### src/rtl/prog_dly_pkg.sv
`default_nettype none
// ============================================================================
//  Module   : prog_dly_pkg
//  Purpose  : Shared types and helpers for the programmable delay shift
//             register: FSM state encoding and the delay-select clamp.
//  Revision : 1.0  initial release
// ============================================================================
package prog_dly_pkg;

    // RUN : pipeline contents valid at the selected tap
    // FILL: pipeline refilling after a delay change or flush
    typedef enum logic [0:0] {
        ST_RUN  = 1'b0,
        ST_FILL = 1'b1
    } state_t;

    // Clamp a requested delay into 1..max_dly.
    function automatic logic [31:0] clamp_dly(input logic [31:0] sel,
                                              input logic [31:0] max_dly);
        if (sel == 32'd0) begin
            return 32'd1;
        end else if (sel > max_dly) begin
            return max_dly;
        end else begin
            return sel;
        end
    endfunction

endpackage : prog_dly_pkg
`default_nettype wire

### src/rtl/prog_dly_tap_mux.sv
`default_nettype none
// ============================================================================
//  Module   : prog_dly_tap_mux
//  Purpose  : DEPTH-to-1 tap selector over the delay-line stages.
//  Ports    : i_taps  - stage contents, index 0 = youngest stage
//             i_sel   - stage index to present
//             o_tap   - selected stage contents
//  Revision : 1.0  initial release
// ============================================================================
module prog_dly_tap_mux #(
    parameter int WIDTH = 33,
    parameter int DEPTH = 16,
    parameter int SEL_W = 5
) (
    input  logic [WIDTH-1:0] i_taps [DEPTH],
    input  logic [SEL_W-1:0] i_sel,
    output logic [WIDTH-1:0] o_tap
);

    always_comb begin
        o_tap = i_taps[0];
        for (int k = 1; k < DEPTH; k++) begin
            if (i_sel == SEL_W'(k)) begin
                o_tap = i_taps[k];
            end
        end
    end

endmodule : prog_dly_tap_mux
`default_nettype wire

### src/rtl/prog_dly_sr.sv
`default_nettype none
// ============================================================================
//  Module   : prog_dly_sr
//  Purpose  : Programmable-delay shift register for VEC lanes of DSIZE bits.
//             Output is taken from stage dly_cur-1, giving dly_cur en-cycles
//             of latency. Changing the delay or flushing invalidates the
//             pipeline; busy stays high until it has refilled.
//  Ports    : clk, rst_b (async, active-low)
//             en       - advance pipeline      flush   - invalidate samples
//             dly_sel  - requested delay       din_vld/din   - input sample
//             dout_vld/dout - delayed sample   dly_cur - delay in force
//             busy     - refilling after change/flush
//  Revision : 1.0  initial release
// ============================================================================
module prog_dly_sr
    import prog_dly_pkg::*;
#(
    parameter int DSIZE   = 8,
    parameter int VEC     = 4,
    parameter int MAX_DLY = 16,
    parameter int DLY_W   = $clog2(MAX_DLY + 1)
) (
    input  logic             clk,
    input  logic             rst_b,
    input  logic             en,
    input  logic             flush,
    input  logic [DLY_W-1:0] dly_sel,
    input  logic             din_vld,
    input  logic [DSIZE-1:0] din [VEC],
    output logic             dout_vld,
    output logic [DSIZE-1:0] dout [VEC],
    output logic [DLY_W-1:0] dly_cur,
    output logic             busy
);

    localparam int LW = VEC * DSIZE;
    localparam int TW = LW + 1;

    logic [DLY_W-1:0] w_dly_clamp;
    logic             w_chg;
    logic             w_clr;
    logic [LW-1:0]    w_din_flat;
    logic [TW-1:0]    w_taps [MAX_DLY];
    logic [TW-1:0]    w_tap_out;
    logic [DLY_W-1:0] w_tap_sel;

    logic [MAX_DLY-1:0] r_vld;
    logic [LW-1:0]      r_data [MAX_DLY];
    state_t             r_state;
    logic [DLY_W-1:0]   r_dly_cur;
    logic [DLY_W-1:0]   r_fill_cnt;

    state_t             w_state_nxt;
    logic [DLY_W-1:0]   w_dly_nxt;
    logic [DLY_W-1:0]   w_cnt_nxt;

    assign w_dly_clamp = DLY_W'(clamp_dly(32'(dly_sel), 32'(MAX_DLY)));
    // A delay mismatch clears the pipeline whether or not en is high.
    assign w_chg       = (w_dly_clamp != r_dly_cur);
    assign w_clr       = w_chg | flush;

    for (genvar i = 0; i < VEC; i++) begin : g_lane
        assign w_din_flat[i*DSIZE +: DSIZE] = din[i];
        assign dout[i]                      = w_tap_out[i*DSIZE +: DSIZE];
    end

    // Valid bits clear on a clear edge and the incoming sample is dropped;
    // data bits simply hold, since nothing downstream looks at them unqualified.
    always_ff @(posedge clk or negedge rst_b) begin
        if (!rst_b) begin
            r_vld <= '0;
            for (int k = 0; k < MAX_DLY; k++) begin
                r_data[k] <= '0;
            end
        end else begin
            if (w_clr) begin
                r_vld <= '0;
            end else if (en) begin
                r_vld <= {r_vld[MAX_DLY-2:0], din_vld};
            end
            if (en && !w_clr) begin
                r_data[0] <= w_din_flat;
                for (int k = 1; k < MAX_DLY; k++) begin
                    r_data[k] <= r_data[k-1];
                end
            end
        end
    end

    always_ff @(posedge clk or negedge rst_b) begin
        if (!rst_b) begin
            r_state    <= ST_RUN;
            r_dly_cur  <= DLY_W'(1);
            r_fill_cnt <= '0;
        end else begin
            r_state    <= w_state_nxt;
            r_dly_cur  <= w_dly_nxt;
            r_fill_cnt <= w_cnt_nxt;
        end
    end

    always_comb begin
        w_state_nxt = r_state;
        w_dly_nxt   = r_dly_cur;
        w_cnt_nxt   = r_fill_cnt;
        if (w_clr) begin
            w_state_nxt = ST_FILL;
            w_dly_nxt   = w_dly_clamp;
            w_cnt_nxt   = '0;
        end else if (r_state == ST_FILL && en) begin
            // The dly_cur-th en edge after the clear lands the first new
            // sample on the output tap.
            if (r_fill_cnt == r_dly_cur - DLY_W'(1)) begin
                w_state_nxt = ST_RUN;
                w_cnt_nxt   = '0;
            end else begin
                w_cnt_nxt   = r_fill_cnt + DLY_W'(1);
            end
        end
    end

    for (genvar k = 0; k < MAX_DLY; k++) begin : g_tap
        assign w_taps[k] = {r_vld[k], r_data[k]};
    end

    assign w_tap_sel = r_dly_cur - DLY_W'(1);

    prog_dly_tap_mux #(
        .WIDTH (TW),
        .DEPTH (MAX_DLY),
        .SEL_W (DLY_W)
    ) u_tap_mux (
        .i_taps (w_taps),
        .i_sel  (w_tap_sel),
        .o_tap  (w_tap_out)
    );

    assign dout_vld = w_tap_out[TW-1];
    assign dly_cur  = r_dly_cur;
    assign busy     = (r_state == ST_FILL);

endmodule : prog_dly_sr
`default_nettype wire
### config.mk
export PLATFORM = sky130hd
export DESIGN_NAME = prog_dly_sr
export DESIGN_NICKNAME = d
export VERILOG_FILES = /design/src/rtl/prog_dly_pkg.sv /design/src/rtl/prog_dly_tap_mux.sv /design/src/rtl/prog_dly_sr.sv
export SDC_FILE = /design/constraint.sdc
export NUM_CORES = 1
export LEC_CHECK = 0
export CORE_MARGIN = 2
export CORE_UTILIZATION = 51
export DETAILED_ROUTE_END_ITERATION = 8
export PLACE_DENSITY = 0.78
export SLEW_MARGIN = 40
export SYNTH_ARGS = -nofsm -noshare
export SYNTH_HDL_FRONTEND = slang
export SYNTH_SLANG_ARGS = --single-unit
### constraint.sdc
create_clock -name clk -period 4.18 [get_ports clk]
set_input_delay 0.627 -clock clk [delete_from_list [all_inputs] [get_ports clk]]
set_output_delay 0.627 -clock clk [all_outputs]
set_load 0.02 [all_outputs]
* After elaboration in Yosys (flattened, before gate mapping)
Index checks and enable logic that the tools add are counted. Widths: inputs -> output; s select.
Storage, ports and cells: register bits 539, bits of input ports 42, output and inout port bits 39
Cells by class: add/subtract/negate cells 2, magnitude comparators 1, equality and inequality tests 17, mux-type cells 25, bitwise operators 1, reductions and logical operators 8
Operators with widths (count):
- $mux 33 | 15
- $eq 5x4->1 const B | 8
- $mux 16 | 2
- $mux 5 | 5
- $eq 5x3->1 const B | 4
- $eq 5x2->1 const B | 2
- $reduce_bool 2->1 | 3
- $add 5x1->5 const B | 1
- $eq 5x1->1 const B | 1
- $eq 5x5->1 | 1
- $gt 5x5->1 const B | 1
- $logic_not 5->1 | 1
- $ne 5x5->1 | 1
- $sub 5x1->5 const B | 1
- $mux 1 | 3
- $logic_and 1x1->1 | 2
- $reduce_and 2->1 | 1
- $logic_not 1->1 | 1
- $or 1x1->1 | 1

* Longest topological paths before layout
Gate-level depths: netlist of run 1.
depth after elaboration 17, gate-level depth with buffers 12

* Modules after synthesis
From an unflattened synthesis of run 1, not the netlist that was laid out.
Second synthesis, totals: cells, all modules 2032, area total of the unflattened synthesis 25537.0 µm²
Modules (own cells, without submodules):
- prog_dly_sr | times used 1, cells an instance 1209, area an instance 20541.0 µm², seq. area each 13489.2 µm²
- prog_dly_tap_mux | times used 1, cells an instance 823, area an instance 4996.0 µm², seq. area each 0.0 µm²

* Worst setup path after synthesis of run 1
No wires, ideal clock.
kind register -> output, from reg r_dly_cur[0], in the netlist dly_cur[0], to out dout[4] (netlist name), arrival time 3138 ps, path slack 415 ps, cell stages (with the launch flop) 12, cell sequence dfstp_2 > inv_1 > ha_1 > clkbuf_1 > inv_1 > a41oi_2 > nor3_2 > clkbuf_1 > nor2_1 > o311a_1 > nor4_1 > a2bb2oi_1
RTL lines:
- start, declared | line prog_dly_sr.sv:50 | logic [DLY_W-1:0] r_dly_cur;
- start signal, assigned | line prog_dly_sr.sv:97 | r_dly_cur <= w_dly_nxt;
- end, declared | line prog_dly_sr.sv:31 | output logic [DSIZE-1:0] dout [VEC],

==> run metrics, run 1 <==
Site Rows=81; Synthesized Nets=2203; HP Class=in2async; Compound-Gate Fraction of Synth Area=between 10 and 15%; drt pass-1 iters=6; diodes inserted=0; synth warn=0; starting density of the core=51.6%; max cap viols=0; PortBufs=80; clock network power share=about two fifths; total CTS buffers=55; clk root buf=clkbuf_16; P&R area growth vs syn=23.1%; CP startpoint kind=flip-flop; total negative setup slack=-0.0670 ns; Critical Path RT=3.55 ns; Post-Synth Simple-Gate Area=7.37%; Post-synth EDFFs=0; actual slew at the worst max-slew pin=~0.67 ns; die area=roughly 50000 µm²; placer congestion estimate=around 0.92; Worst Path Buf+Inv=7; slew margin rel.=55.6%; clk_skew=roughly 0.022 ns; core footprint=48800 µm²; clk_lat worst skew=0.63 ns; CTS tree=built; library cells used by synthesis=67; Post-Route WL=about 73000 µm; largest family of logic cells by synthesized area=multiplexers; Final ANT Viol Nets=0; Slew Limit Fails=0; outcome=finished, violations left; Synth Area in Adders=less than 1%; wire length of the first global-routing pass=112000 µm; DR vias=between 15000 and 20000; flops & latches, synth=539; start-to-end type of the worst setup path=reg2out; Multi-input gate area=11800 µm²; post-layout min period=4.23 ns; peak supply drop=320 µV; FF-to-FF Start=dly_cur[1]; TritonCTS Sinks=~540; Comb power frac=about 18%; RR Endpoint=r_data[261]; Routed wire per std cell=24.3 µm; crit-path max FO=6; die height=226 µm; CTS H-Tree Depth=2; Longest Clk Path Bufs=3; critical-path cell list=buf_8 > or3_4 > buf_6 > a41oi_2 > buf_4 > nor3_4 > buf_6 > buf_16 > buf_12 > nor2_4 > o311a_1 > nor4_2 > o31a_1 > buf_6; num ports=81; multiplexer share of the synthesized area=between 20% and 30%; top-area cell type share of the netlist area=53.4%; fillers=3532; prevailing post-synth register cell=dfrtp_1; Critical Path Sink Type=output port; pin count of the biggest net entering global routing=108; worst stage delay on the critical path=0.55 ns; drt via density=6.41; failing checks=setup timing; ranking of synthesized cells by area=dfrtp_1 53%, mux2_2 22%, o21ai_0 2.7%; Worst Reg-to-Reg Cells=9; Syn Inst Count=2155; gr ovfl total=0; slowest CP cell=dfstp_2; FMAX=0.236 GHz; Die W=226 µm; switch share=27.6%; Worst-path clk slew=0.06 ns; vias in the first global route=19268; leak pwr=14.7 nW; Int Pwr=9.36 mW; sequential-to-total area share from yosys stat=a little over half; register area=13500 µm²; reg2reg setup slack=1.35 ns; ratio of cells with drive above 1 in the final layout=39.0%; share of power burned in registers=between 40 and 50%; family with the most delay on the worst path=buffers and inverters; DRC Markers=0; dpl ws=-0.279 ns; Final WS setup=-0.0489 ns; Avg Cell Area, Syn=11.7 µm²; final setup fails=3; pwr/cell area=417 nW/µm²; DP Wirelength=around 44000 µm; switching power=roughly 3.6 mW; GR Util All Layers=28.4%; nets@finish=~2300; DRT iter0 DRCs=about 2300; xor/xnor share of the synthesized area=0.382%; Overall Power=12.9 mW; Final Hold Vio Count=0; RSZ-0062 raised after global routing=yes; mapped cell area=25200 µm²; Crit path arrival time=3.60 ns; Final Cycle Share=101%; Synth async-reset ratio=100%; antenna violations before repair=0; cell taking the most area after synthesis=dfrtp_1; most used cell, CP=buf_6
==> power by group through the flow <==
stage | combinational [mW] | clock, mW | sequential (mW)
after global placement | 1.89 | 0 | 5.71
after floorplan | 1.06 | 0 | 5.61
after CTS | 2.12 | 5.02 | 5.63
after detailed placement | 1.93 | 0 | 5.72
final | 2.32 | 4.97 | 5.65
after global routing | 2.45 | 5.25 | 5.67
==> what timing repair did <==
action / 4_1_cts / 5_1_grt
setup buffers: 18 / 18
gates cloned: 8 / 3
gates resized for setup: 254 / 120
pin swaps: 56 / 41
setup endpoints to repair: 33 / 33
endpoints found under the hold margin: 0 / 18
hold buffers: 0 / 1
==> logic make-up (layout without fill, tap and decap cells) <==
group                    after synthesis  count (layout)
AO/OA/AOI/OAI                        485             485
adder cells (fa/ha/maj)                6               6
buffers and inverters                211             399
flip-flops                           539             539
multiplexers                         499             499
AND/OR/NAND/NOR                      404             404
XOR/XNOR                              11              11
==> cells in the final DEF, fill, tap and decap left out, drive strengths merged, types with 31 or more instances in the layout <==
master,Yosys,routed
mux2,483,483
o221ai,31,31
nor4,57,57
nor3,36,36
a21oi,102,102
clkbuf,138,86
nor2,154,154
nand2,98,98
clkdlybuf4s50,0,46
buf,32,203
dfrtp,538,538
o21ai,139,139
inv,39,40
o22ai,56,56
==> registers in the layout, summed over array words and instances (netlist names) <==
| name | flops |
|---|---|
| r_data | 512 |
| dly_cur | 5 |
| r_fill_cnt | 5 |
| busy | 1 |
| r_vld | 16 |
==> synth_stat cells, drive strengths merged, types with 6 or more instances <==
master  instances
a211oi          6
a21oi         102
a221o          30
a221oi         29
and3           24
buf            32
clkbuf        138
dfrtp         538
ha              6
inv            39
mux2          483
mux2i          16
nand2          98
nand3          15
nor2          154
nor3           36
nor4           57
o21ai         139
o221ai         31
o22ai          56
o31a           27
o32ai           6
xnor2           6
==> worst max path at each step <==
stage	depth (start not counted)	start	end
floorplan	11	dly_cur[0]	dout[4]
detailed placement	11	dly_cur[1]	dout[11]
finish	14	dly_cur[0]	dout[19]
global route	10	dly_cur[0]	dout[26]
CTS	12	dly_cur[1]	dout[5]
global placement	11	dly_cur[1]	dout[11]
==> layout make-up <==
type / count / area share (%)
sequential: 539 / 43.5
multi-input combinational: 1405 / 37.9
timing repair buffer: 258 / 9.52
clock buffer: 82 / 5.21
tap: 664 / 2.68
clock inverter: 18 / 0.661
inverter: 41 / 0.520
==> metrics by stage <==
| step | std cells | util [%] | area [µm²] | hold WS [ns] |
|---|---|---|---|---|
| 5_1_grt | 3007 | 63.5 | 31000 | 0.447 |
| 6_report | 3007 | 63.5 | 31000 | 0.450 |
| 3_3_place_gp | 2863 | 56.5 | 27600 | 0.488 |
| 4_1_cts | 2988 | 62.4 | 30500 | 0.0326 |
| 3_5_place_dp | 2863 | 56.5 | 27600 | 0.493 |
| 2_1_floorplan | 2155 | - | 25200 | 0.331 |
==> per-layer routing <==
| layer | share of wire (%) | wire length [µm] | track usage [%] |
|---|---|---|---|
| met2 | 46 | 33400 | 42.9 |
| met4 | 3.7 | 2710 | 11.5 |
| met3 | 9.5 | 6930 | 6.83 |
| met5 | 0 | 0 | 0 |
| met1 | 41 | 30200 | 39.6 |
Power figures use the tool's default switching activity.
==> run 2: changes to the inputs <==
--- a/config.mk
+++ b/config.mk
@@ -9,7 +9,7 @@
 export CORE_UTILIZATION = 51
 export DETAILED_ROUTE_END_ITERATION = 8
 export PLACE_DENSITY = 0.78
-export SLEW_MARGIN = 40
+export SLEW_MARGIN = 0
 export SYNTH_ARGS = -nofsm -noshare
 export SYNTH_HDL_FRONTEND = slang
 export SYNTH_SLANG_ARGS = --single-unit
==> run 2 against run 1 <==
Effect of this change:
- non-clock buffer count down 2
- sequential cell count unchanged
- largest cell class unchanged
- combinational power about the same
- sequential share of layout area is 0.053 points higher
- cell area is 0.12% lower
- register-to-register slack about the same
- sequential power is essentially flat
- first-iteration DRC count down 3.4%
- utilization is 0.077 points lower
- the flow finishes with violations (hold timing, setup timing)
==> run metrics, run 2 (synthesis gave the netlist of run 1 again) <==
outcome=finished, violations left; failing checks=hold timing, setup timing; starting density of the core=51.6% (unchanged); antenna violations before repair=0 (unchanged); vias in the first global route=19268 (unchanged); RSZ-0062 raised after global routing=yes; DRC Markers=0 (unchanged); gr ovfl total=0 (unchanged); CTS tree=built; final hold slack=-0.00547 ns (-0.455 ns); die area=51200 µm² (unchanged); placer congestion estimate=0.925 (unchanged); Site Rows=81 (unchanged); DRT iter0 DRCs=2255 (-3.4%); total CTS buffers=55 (unchanged); fillers=3538 (+0.17%); Slew Limit Fails=0 (unchanged); CTS H-Tree Depth=2 (unchanged); Finished Layout Cells=3005 (-0.067%); Largest register FFs=512 (unchanged); drt via density=6.40 (-0.13%); Final Util=63.5% (-0.077 points); Worst-path clk slew=0.06 ns (about the same); CP startpoint kind=flip-flop; peak supply drop=318 µV (-0.57%); nets@finish=2346 (-0.085%); DR vias=19246 (-0.20%); pin count of the biggest net entering global routing=108 (unchanged); slew margin rel.=45.3% (-10 points); diodes inserted=0 (unchanged); pwr/cell area=417 nW/µm² (+0.11%); dpl ws=-0.279 ns (unchanged); Die W=226 µm (unchanged); Largest regs=r_data x512, r_vld x16; post-layout min period=4.27 ns (+0.0383 ns); HP Class=in2async; wire length of the first global-routing pass=112000 µm (unchanged); actual slew at the worst max-slew pin=0.820 ns (+0.154 ns); Critical Path RT=3.55 ns (about the same); Final ANT Viol Nets=0 (unchanged); DP Wirelength=43600 µm (unchanged); P&R area growth vs syn=23.0%; TritonCTS Sinks=539 (unchanged); max cap viols=0 (unchanged); final setup fails=3 (unchanged); drt pass-1 iters=5 (-1); num ports=81 (unchanged); PortBufs=80 (unchanged); clk root buf=clkbuf_16; Longest Clk Path Bufs=3 (unchanged); Critical Path Sink Type=output port; commonest cells after routing, fill and taps aside=537 x dfrtp_1, 483 x mux2_2, 146 x nor2_1; GR Util All Layers=28.4% (unchanged); ratio of cells with drive above 1 in the final layout=39.0% (about the same); clk_skew=0.0195 ns (-0.00219 ns); Crit path arrival time=3.64 ns (+0.04 ns); clk_lat worst skew=0.62 ns (about the same); leak pwr=14.7 nW (-0.11%); core footprint=48800 µm² (unchanged); crit-path max FO=6 (unchanged); Final WS setup=-0.0872 ns (-0.0383 ns); Routed wire per std cell=24.4 µm (+0.14%); commonest non-fill, non-tap cell in the layout=dfrtp_1; die height=226 µm (unchanged); FMAX=0.234 GHz (-0.90%); start-to-end type of the worst setup path=reg2out; Post-Route WL=73200 µm (about the same); Final Cycle Share=102% (+0.92 points); most flop-heavy register=r_data; Final Hold Vio Count=3 (+3); Placed Instances=2863 (unchanged)
-- run 2: cell types whose count changed in the layout (fill, tap and decap cells not counted) --
cell	before	now
dlygate4sd3_1	1	0
buf_16	8	7
-- run 2: area by class of cell --
type                       instances  area [µm²]  area share [%]
multi-input combinational       1405       11800            38.0
sequential                       539       13500            43.5
inverter                          41         161           0.521
clock buffer                      82        1620            5.22
clock inverter                    18         205           0.662
timing repair buffer             256        2920            9.41
tap                              664         831            2.68
-- run 2: final timing paths --
kind | end | start | cells after the start | slack (ns)
worst min register to register | r_data[428] | r_data[428] | 1 | 0.50
worst max-delay path | dout[19] | dly_cur[0] | 14 | -0.09
worst min-delay path | busy | rst_b | 1 | -0.005
max in group asynchronous | r_data[341] | rst_b | 2 | 2.89
worst max register to register | r_data[45] | dly_cur[1] | 9 | 1.36
min in group clk | r_data[428] | r_data[428] | 1 | 0.50
-- run 2: layer usage --
metal / global-route usage (%) / share of wire (%) / up-vias / wire, µm
met4: 11.5 / 3.8 / 0 / 2770
met5: 0 / 0 / - / 0
met3: 6.83 / 9.2 / 204 / 6740
met1: 39.6 / 41 / 9858 / 30300
met2: 42.9 / 46 / 902 / 33400
li1: - / - / 8282 / -
-- run 2: worst max-delay path, stage by stage (launching register included) --
cell     delay [ns]
dfstp_2        0.55
buf_8          0.13
or3_4          0.14
buf_6          0.11
a41oi_2        0.13
buf_4          0.17
nor3_4         0.23
buf_6          0.16
buf_16         0.11
buf_12         0.10
nor2_4         0.03
o311a_1        0.37
nor4_2         0.32
o31a_1         0.30
buf_6          0.15
-- run 2: where the power goes --
group | internal, mW | switching [mW] | leakage, nW | total, mW
Sequential | 5.42 | 0.234 | 7.46 | 5.65
Combinational | 1.08 | 1.24 | 6.33 | 2.32
Clock | 2.86 | 2.11 | 0.906 | 4.97
-- run 2: per-stage QoR --
stage	setup TNS [ns]	total power [mW]	hold slack (ns)	instance area [µm²]
2_1_floorplan	0	6.68	0.331	25200
3_3_place_gp	-1.21	7.61	0.488	27600
3_5_place_dp	-1.50	7.64	0.493	27600
4_1_cts	-0.0679	12.8	0.0326	30500
5_1_grt	-1.43	13.4	0.0621	31000
6_report	-0.126	12.9	-0.00547	31000
-- run 2: timing repair --
action / 4_1_cts / 5_1_grt
setup buffers: 18 / 18
hold buffers: 0 / 0
endpoints found under the setup margin: 33 / 33
resized for setup: 254 / 120
gates cloned: 8 / 3
pin swaps: 56 / 41
